--- src/rtl/majority_vote_filter_if.sv ---
// Stream interface for majority_vote_filter: sample input side, result
// output side and the window-flush control, grouped so the filter and its
// driver/consumer share a single bundle.
// Handshake: a transfer happens on a rising clock edge where valid && ready
// are both high; valid, once raised, holds its data stable until that edge.
interface majority_vote_filter_if #(
    parameter int N = 4
);
    localparam int POP_W = $clog2(N + 1);

    logic             in_valid;
    logic             in_ready;
    logic [N-1:0]     I;
    logic             flush;
    logic             out_valid;
    logic             out_ready;
    logic             out_maj;
    logic             out_spatial;
    logic             out_tie;
    logic [POP_W-1:0] out_pop;
    logic [7:0]       tie_cnt;

    // Producer of samples and consumer of results.
    modport master (
        output in_valid, I, flush, out_ready,
        input  in_ready, out_valid, out_maj, out_spatial, out_tie, out_pop, tie_cnt
    );

    // The filter itself.
    modport slave (
        input  in_valid, I, flush, out_ready,
        output in_ready, out_valid, out_maj, out_spatial, out_tie, out_pop, tie_cnt
    );
endinterface

--- src/rtl/majority_vote_filter.sv ---
// majority_vote_filter: spatial majority across N vote inputs per sample,
// followed by a temporal majority over the last W accepted samples.
// One registered output stage; in_ready = !out_valid || out_ready.
// Optional feature macro: MAJ_TIE_COUNT_EN (saturating 8-bit tie counter on
// tie_cnt; when undefined tie_cnt is tied to zero and no register is built).
module majority_vote_filter #(
    parameter int N       = 4,
    parameter int W       = 3,
    parameter bit TIE_VAL = 1'b0
) (
    input  logic                  clk,
    input  logic                  rst_n,
    majority_vote_filter_if.slave bus
);
    localparam int POP_W  = $clog2(N + 1);
    localparam int CMP_W  = POP_W + 1;
    localparam int WC_W   = $clog2(W + 1);
    localparam int WCMP_W = WC_W + 1;

    generate
        if (N < 2) begin : g_bad_n
            $error("majority_vote_filter: N must be >= 2");
        end
        if ((W < 1) || ((W % 2) == 0)) begin : g_bad_w
            $error("majority_vote_filter: W must be odd and >= 1");
        end
    endgenerate

    logic             out_valid_q;
    logic             out_maj_q;
    logic             out_spatial_q;
    logic             out_tie_q;
    logic [POP_W-1:0] out_pop_q;
    logic [W-1:0]     hist_q, hist_d;
    logic [WC_W-1:0]  wcnt_q, wcnt_d;

    logic             accept;
    logic [POP_W-1:0] pop_c;
    logic [CMP_W-1:0] pop2_c;
    logic             tie_c;
    logic             spatial_c;
    logic [W-1:0]     hist_base;
    logic [WC_W-1:0]  wcnt_base;
    logic [W-1:0]     hist_shift;
    logic [WC_W-1:0]  wcnt_shift;
    logic             maj_c;

    assign bus.in_ready = !out_valid_q || bus.out_ready;
    assign accept       = bus.in_valid && bus.in_ready;

    // Spatial vote: popcount, then compare 2*pop against N at a width wide
    // enough to hold 2*N so nothing is truncated.
    always_comb begin
        pop_c = '0;
        for (int k = 0; k < N; k++) begin
            pop_c = pop_c + POP_W'(bus.I[k]);
        end
        pop2_c    = {pop_c, 1'b0};
        tie_c     = (pop2_c == CMP_W'(N));
        spatial_c = tie_c ? TIE_VAL : (pop2_c > CMP_W'(N));
    end

    // Temporal window: flush clears the history before any shift in the same
    // cycle, so flush+accept leaves only the new vote in the window.
    always_comb begin
        hist_base  = bus.flush ? '0 : hist_q;
        wcnt_base  = bus.flush ? '0 : wcnt_q;
        hist_shift = (hist_base << 1) | W'(spatial_c);
        wcnt_shift = wcnt_base + WC_W'(spatial_c) - WC_W'(hist_base[W-1]);
        maj_c      = ({wcnt_shift, 1'b0} > WCMP_W'(W));
        hist_d     = accept ? hist_shift : hist_base;
        wcnt_d     = accept ? wcnt_shift : wcnt_base;
    end

    // History shift register and running count of ones in it.
    always_ff @(posedge clk or negedge rst_n) begin
        if (!rst_n) begin
            hist_q <= '0;
            wcnt_q <= '0;
        end else begin
            hist_q <= hist_d;
            wcnt_q <= wcnt_d;
        end
    end

    // Output stage: load on accept, drop valid when drained without refill.
    always_ff @(posedge clk or negedge rst_n) begin
        if (!rst_n) begin
            out_valid_q   <= 1'b0;
            out_maj_q     <= 1'b0;
            out_spatial_q <= 1'b0;
            out_tie_q     <= 1'b0;
            out_pop_q     <= '0;
        end else if (accept) begin
            out_valid_q   <= 1'b1;
            out_maj_q     <= maj_c;
            out_spatial_q <= spatial_c;
            out_tie_q     <= tie_c;
            out_pop_q     <= pop_c;
        end else if (bus.out_ready) begin
            out_valid_q   <= 1'b0;
        end
    end

    assign bus.out_valid   = out_valid_q;
    assign bus.out_maj     = out_maj_q;
    assign bus.out_spatial = out_spatial_q;
    assign bus.out_tie     = out_tie_q;
    assign bus.out_pop     = out_pop_q;

`ifdef MAJ_TIE_COUNT_EN
    logic [7:0] tie_cnt_q;

    // Count accepted tie samples, saturating at 255; only reset clears it.
    always_ff @(posedge clk or negedge rst_n) begin
        if (!rst_n) begin
            tie_cnt_q <= 8'd0;
        end else if (accept && tie_c && (tie_cnt_q != 8'd255)) begin
            tie_cnt_q <= tie_cnt_q + 8'd1;
        end
    end

    assign bus.tie_cnt = tie_cnt_q;
`else
    assign bus.tie_cnt = 8'd0;
`endif

endmodule

--- src/flat_wrapper.sv ---
// flat-port wrapper written by rule: the top's interface ports become plain ports
module majority_vote_filter_flat 
#(
    parameter int N       = 4,
    parameter int W       = 3,
    parameter bit TIE_VAL = 1'b0
)
  (clk, rst_n, bus_in_valid, bus_I, bus_flush, bus_out_ready, bus_in_ready, bus_out_valid, bus_out_maj, bus_out_spatial, bus_out_tie, bus_out_pop, bus_tie_cnt);
  majority_vote_filter_if #(.N(N)) bus_i ();
  input  logic clk;
  input  logic rst_n;
  input wire logic [$bits(bus_i.in_valid)-1:0] bus_in_valid;
  input wire logic [$bits(bus_i.I)-1:0] bus_I;
  input wire logic [$bits(bus_i.flush)-1:0] bus_flush;
  input wire logic [$bits(bus_i.out_ready)-1:0] bus_out_ready;
  output wire logic [$bits(bus_i.in_ready)-1:0] bus_in_ready;
  output wire logic [$bits(bus_i.out_valid)-1:0] bus_out_valid;
  output wire logic [$bits(bus_i.out_maj)-1:0] bus_out_maj;
  output wire logic [$bits(bus_i.out_spatial)-1:0] bus_out_spatial;
  output wire logic [$bits(bus_i.out_tie)-1:0] bus_out_tie;
  output wire logic [$bits(bus_i.out_pop)-1:0] bus_out_pop;
  output wire logic [$bits(bus_i.tie_cnt)-1:0] bus_tie_cnt;
  assign bus_i.in_valid = bus_in_valid;
  assign bus_i.I = bus_I;
  assign bus_i.flush = bus_flush;
  assign bus_i.out_ready = bus_out_ready;
  assign bus_in_ready = bus_i.in_ready;
  assign bus_out_valid = bus_i.out_valid;
  assign bus_out_maj = bus_i.out_maj;
  assign bus_out_spatial = bus_i.out_spatial;
  assign bus_out_tie = bus_i.out_tie;
  assign bus_out_pop = bus_i.out_pop;
  assign bus_tie_cnt = bus_i.tie_cnt;
  majority_vote_filter #(.N(N), .W(W), .TIE_VAL(TIE_VAL)) u_core (.clk(clk), .rst_n(rst_n), .bus(bus_i));
endmodule
--- config.mk ---
export PLATFORM = sky130hd
export DESIGN_NAME = majority_vote_filter_flat
export DESIGN_NICKNAME = d
export VERILOG_FILES = /design/src/rtl/majority_vote_filter_if.sv /design/src/rtl/majority_vote_filter.sv /design/src/flat_wrapper.sv
export SDC_FILE = /design/constraint.sdc
export NUM_CORES = 1
export LEC_CHECK = 0
export ABC_AREA = 1
export CAP_MARGIN = 20
export CORE_UTILIZATION = 40
export DETAILED_ROUTE_END_ITERATION = 8
export DONT_BUFFER_PORTS = 1
export GPL_ROUTABILITY_DRIVEN = 0
export PLACE_DENSITY = 0.55
export SLEW_MARGIN = 20
export SYNTH_ARGS = -nofsm -noshare
export SYNTH_HDL_FRONTEND = slang
export SYNTH_SLANG_ARGS = --single-unit
--- constraint.sdc ---
create_clock -name clk -period 1.3 [get_ports clk]
set_input_delay 0.39 -clock clk [delete_from_list [all_inputs] [get_ports clk]]
set_output_delay 0.39 -clock clk [all_outputs]
set_load 0.03 [all_outputs]
==> metrics.log <==
[metrics] depth of the CTS H-tree: 1
[metrics] Yosys reg bits: 12
[metrics] failing checks: setup timing
[metrics] element type at the critical path end: flop
[metrics] Layout Nets: 108
[metrics] antenna cell count: 0
[metrics] number of global-route vias before repair: 470
[metrics] Wirelength per Cell: 10.84 um
[metrics] IO buf count: 0
[metrics] area growth from synthesis to final layout: 23.52%
[metrics] cell-by-cell trace of the critical path: ha_4, fa_2, ha_4, nand3_4, nand2_4, ha_4, inv_2, ha_4, inv_2, nand2_2, nand2_1, nand2_1, nand3_2, nand2_1
[metrics] final cell area excluding filler cells: 913.4 um^2
[metrics] Slowest cell on crit path: sky130_fd_sc_hd__fa_2
[metrics] number of ports placed on the die boundary: 25
[metrics] register share of total power: 0.458
[metrics] Worst path most repeated cell: sky130_fd_sc_hd__ha_4
[metrics] final critical delay including setup and external delays: 1.970 ns
[metrics] post-synthesis cell count: 82
[metrics] Leak Pwr: 0.4551 nW
[metrics] clock network fraction of total power: 0.255
[metrics] Clock Skews: 0.002714 ns
[metrics] outcome: finished, violations left
[metrics] Worst Path Class, Setup: in2reg
[metrics] root cell of the clock tree: sky130_fd_sc_hd__clkbuf_4
[metrics] startpoint of the lowest-slack hold path: bus_in_valid
[metrics] GRT Residual Overflow: 0
[metrics] timing startpoint of the critical path: bus_I[0]
[metrics] actual transition at the worst max-transition pin: 0.5423 ns
[metrics] Arrival @ worst endpoint: 2.14 ns
[metrics] wire length of the first global-routing pass: 2028 um
[metrics] clock net sink count: 12
[metrics] initial antenna violation count: 0
[metrics] global routing usage summed across all routing layers: 0.1500
[metrics] Post-route DRC: 0
[metrics] CP peak stage delay: 0.37 ns
[metrics] Non-Filler Instances: 117
[metrics] # Max-Cap Violations: 0
[metrics] Startpoint Class: input pin
[metrics] horizontal extent of the die: 45.00 um
[metrics] total length of routed wires: 1268 um
[metrics] number of vias after detailed routing: 502
[metrics] switching power: 415.8 uW
[metrics] combinational cell fraction of total power: 0.287
[metrics] clock network latency to the later pin of the worst-skew pair: 0.27 ns
[metrics] violation count after the first detailed-route iteration: 9
[metrics] unrepaired setup endpoints after global routing: yes
[metrics] worst max-slew margin expressed relative to the limit: 0.6373
[metrics] final setup violation count: 6
[metrics] highest-count cells in the layout ignoring fill and taps: 18 x sky130_fd_sc_hd__nand2_1, 12 x sky130_fd_sc_hd__dfrtp_1, 9 x sky130_fd_sc_hd__inv_1
[metrics] initial core utilization: 0.4283
[metrics] average size of a mapped cell: 9.018 um^2
[metrics] IR Drop Worst-Case VDD: 894.8 uV
[metrics] share of cells above drive strength 1: 0.4022
[metrics] share of synthesized area occupied by flip-flops and latches: 0.4061
[metrics] worst hold path class: in2reg
[metrics] reg-to-reg critical path startpoint: u_core.hist_q[2]
[metrics] clock tree from TritonCTS: done
[metrics] CP Max Fanout: 2
[metrics] clock edge transition at the registers on the reported setup and hold paths: 0.07 ns
[metrics] final worst-path cycle share: 1.516
[metrics] full die area: 2025 um^2
[metrics] timing-limited maximum frequency: 0.5075 GHz
[metrics] core utilization of the finished layout: 0.5290
[metrics] via-per-instance ratio: 4.291
[metrics] Crit path required time: 1.47 ns
[metrics] deepest clock path buffer count: 2
[metrics] largest net degree at the start of global routing: 18
[metrics] Power Dens Cells: 1260 nW/um^2
[metrics] total placed instance area: 809.5 um^2
[metrics] final HPWL from detailed placement: 913.8 um
[metrics] synth warn: 0
[metrics] post-synthesis cell type count: 18
[metrics] Core Footprint: 1727 um^2
[metrics] Placement Rows: 15
[metrics] worst setup slack after layout: -0.6703 ns
[metrics] first drt pass iteration count: 4
[metrics] leading cell type in the layout, fill and taps excluded: sky130_fd_sc_hd__nand2_1
[metrics] Placed Instances: 110
[metrics] post-route ant nets: 0
[metrics] Switching Share: 0.3614
[metrics] flop2flop setup slack: -0.12 ns
[metrics] internal power: 734.6 uW
[metrics] number of CTS-inserted buffers: 3
[metrics] Die Height: 45.00 um
[metrics] Post-Syn Area: 739.5 um^2
[metrics] Slew Limit Fails: 0
[metrics] number of failing hold endpoints at the final stage: 0
==> through the flow <==
step / TNS (ns) / power (mW) / setup WS [ns] / hold WS (ns)
6_report: -2.826 / 1.150 / -0.6703 / 0.3164
5_1_grt: -3.100 / 1.218 / -0.7450 / 0.3211
4_1_cts: -2.437 / 1.143 / -0.6421 / 0.3135
3_5_place_dp: -4.932 / 0.8089 / -1.060 / 0.09474
3_3_place_gp: -4.681 / 0.7984 / -1.021 / 0.09467
2_1_floorplan: -3.820 / 0.7712 / -0.9595 / 0.09441
==> sequential cells by signal (all words and copies together) (netlist names) <==
register and flops:
u_core.bus.out_maj 1, u_core.bus.out_valid 1, u_core.bus.out_pop 3, u_core.wcnt_q 2
u_core.bus.out_spatial 1, u_core.bus.out_tie 1, u_core.hist_q 3
==> kinds of logic (layout without fill, tap and decap cells) <==
| group | count (synthesis) | count (layout) | share of synthesized area |
|---|---|---|---|
| simple gates | 34 | 34 | 0.2369 |
| buf+inv | 23 | 26 | 0.1794 |
| flops | 12 | 12 | 0.4061 |
| fa+ha+maj | 6 | 6 | 0.1117 |
| compound gates | 6 | 6 | 0.06090 |
| other cells | 1 | 8 | 0.005071 |
==> path summary, 6_finish.rpt <==
kind | end | cells past startpoint
worst max-delay path | u_core.bus.out_maj | 14
worst min register to register | u_core.hist_q[1] | 2
worst min-delay path | u_core.bus.out_valid | 2
max in group asynchronous | u_core.hist_q[0] | 1
min in group asynchronous | u_core.bus.out_pop[0] | 1
worst max register to register | u_core.bus.out_maj | 10
==> cell type report <==
type                       count  area (um^2)
tap                           25        31.28
sequential                    12        300.3
multi-input combinational     54        420.4
inverter                      14        55.05
clock buffer                   4        36.28
fill                         167        813.3
timing repair buffer           8        70.07
==> worst max-delay path: cells and delay by family <==
kind          cells  cell delay (ns)
fa+ha+maj         5             1.24
simple gates      7             0.43
buf+inv           2             0.07
==> power by group through the flow <==
stage	combinational [mW]	sequential [mW]	clock [mW]
6_report	0.331	0.527	0.293
5_1_grt	0.367	0.534	0.317
4_1_cts	0.311	0.527	0.305
3_5_place_dp	0.275	0.533	0
3_3_place_gp	0.267	0.532	0
2_1_floorplan	0.238	0.533	0
==> layer usage <==
| metal | global-route usage | part of all wire |
|---|---|---|
| met1 | 0.1964 | 0.42 |
| met5 | 0 | 0 |
| met3 | 0.06800 | 0.089 |
| met2 | 0.2087 | 0.48 |
| met4 | 0.07273 | 0.0079 |
==> synthesized netlist by cell type <==
| library cell | count | share of area |
|---|---|---|
| sky130_fd_sc_hd__fa_1 | 1 | 0.027 |
| sky130_fd_sc_hd__o21ai_2 | 4 | 0.047 |
| sky130_fd_sc_hd__nor2_1 | 2 | 0.010 |
| sky130_fd_sc_hd__o21ai_0 | 1 | 0.0068 |
| sky130_fd_sc_hd__buf_4 | 8 | 0.081 |
| sky130_fd_sc_hd__ha_1 | 5 | 0.085 |
| sky130_fd_sc_hd__nand3_1 | 3 | 0.020 |
| sky130_fd_sc_hd__nand2_2 | 3 | 0.025 |
| sky130_fd_sc_hd__inv_2 | 1 | 0.0051 |
| sky130_fd_sc_hd__conb_1 | 1 | 0.0051 |
| sky130_fd_sc_hd__nand2_1 | 22 | 0.11 |
| sky130_fd_sc_hd__inv_1 | 13 | 0.066 |
| sky130_fd_sc_hd__o21ai_1 | 1 | 0.0068 |
| sky130_fd_sc_hd__nand3_2 | 2 | 0.027 |
| sky130_fd_sc_hd__nand2_8 | 1 | 0.027 |
| sky130_fd_sc_hd__buf_12 | 1 | 0.027 |
| sky130_fd_sc_hd__nand2_4 | 1 | 0.015 |
| sky130_fd_sc_hd__dfrtp_1 | 12 | 0.41 |
==> repair_timing <==
action,CTS,global route
setup endpoints to repair,6,6
resized for setup,6,4
endpoints found under the hold margin,12,0
pin swaps,9,0
setup buffers,1,1
hold buffers,1,0
Note: power is estimated with default switching activity, not from simulation.
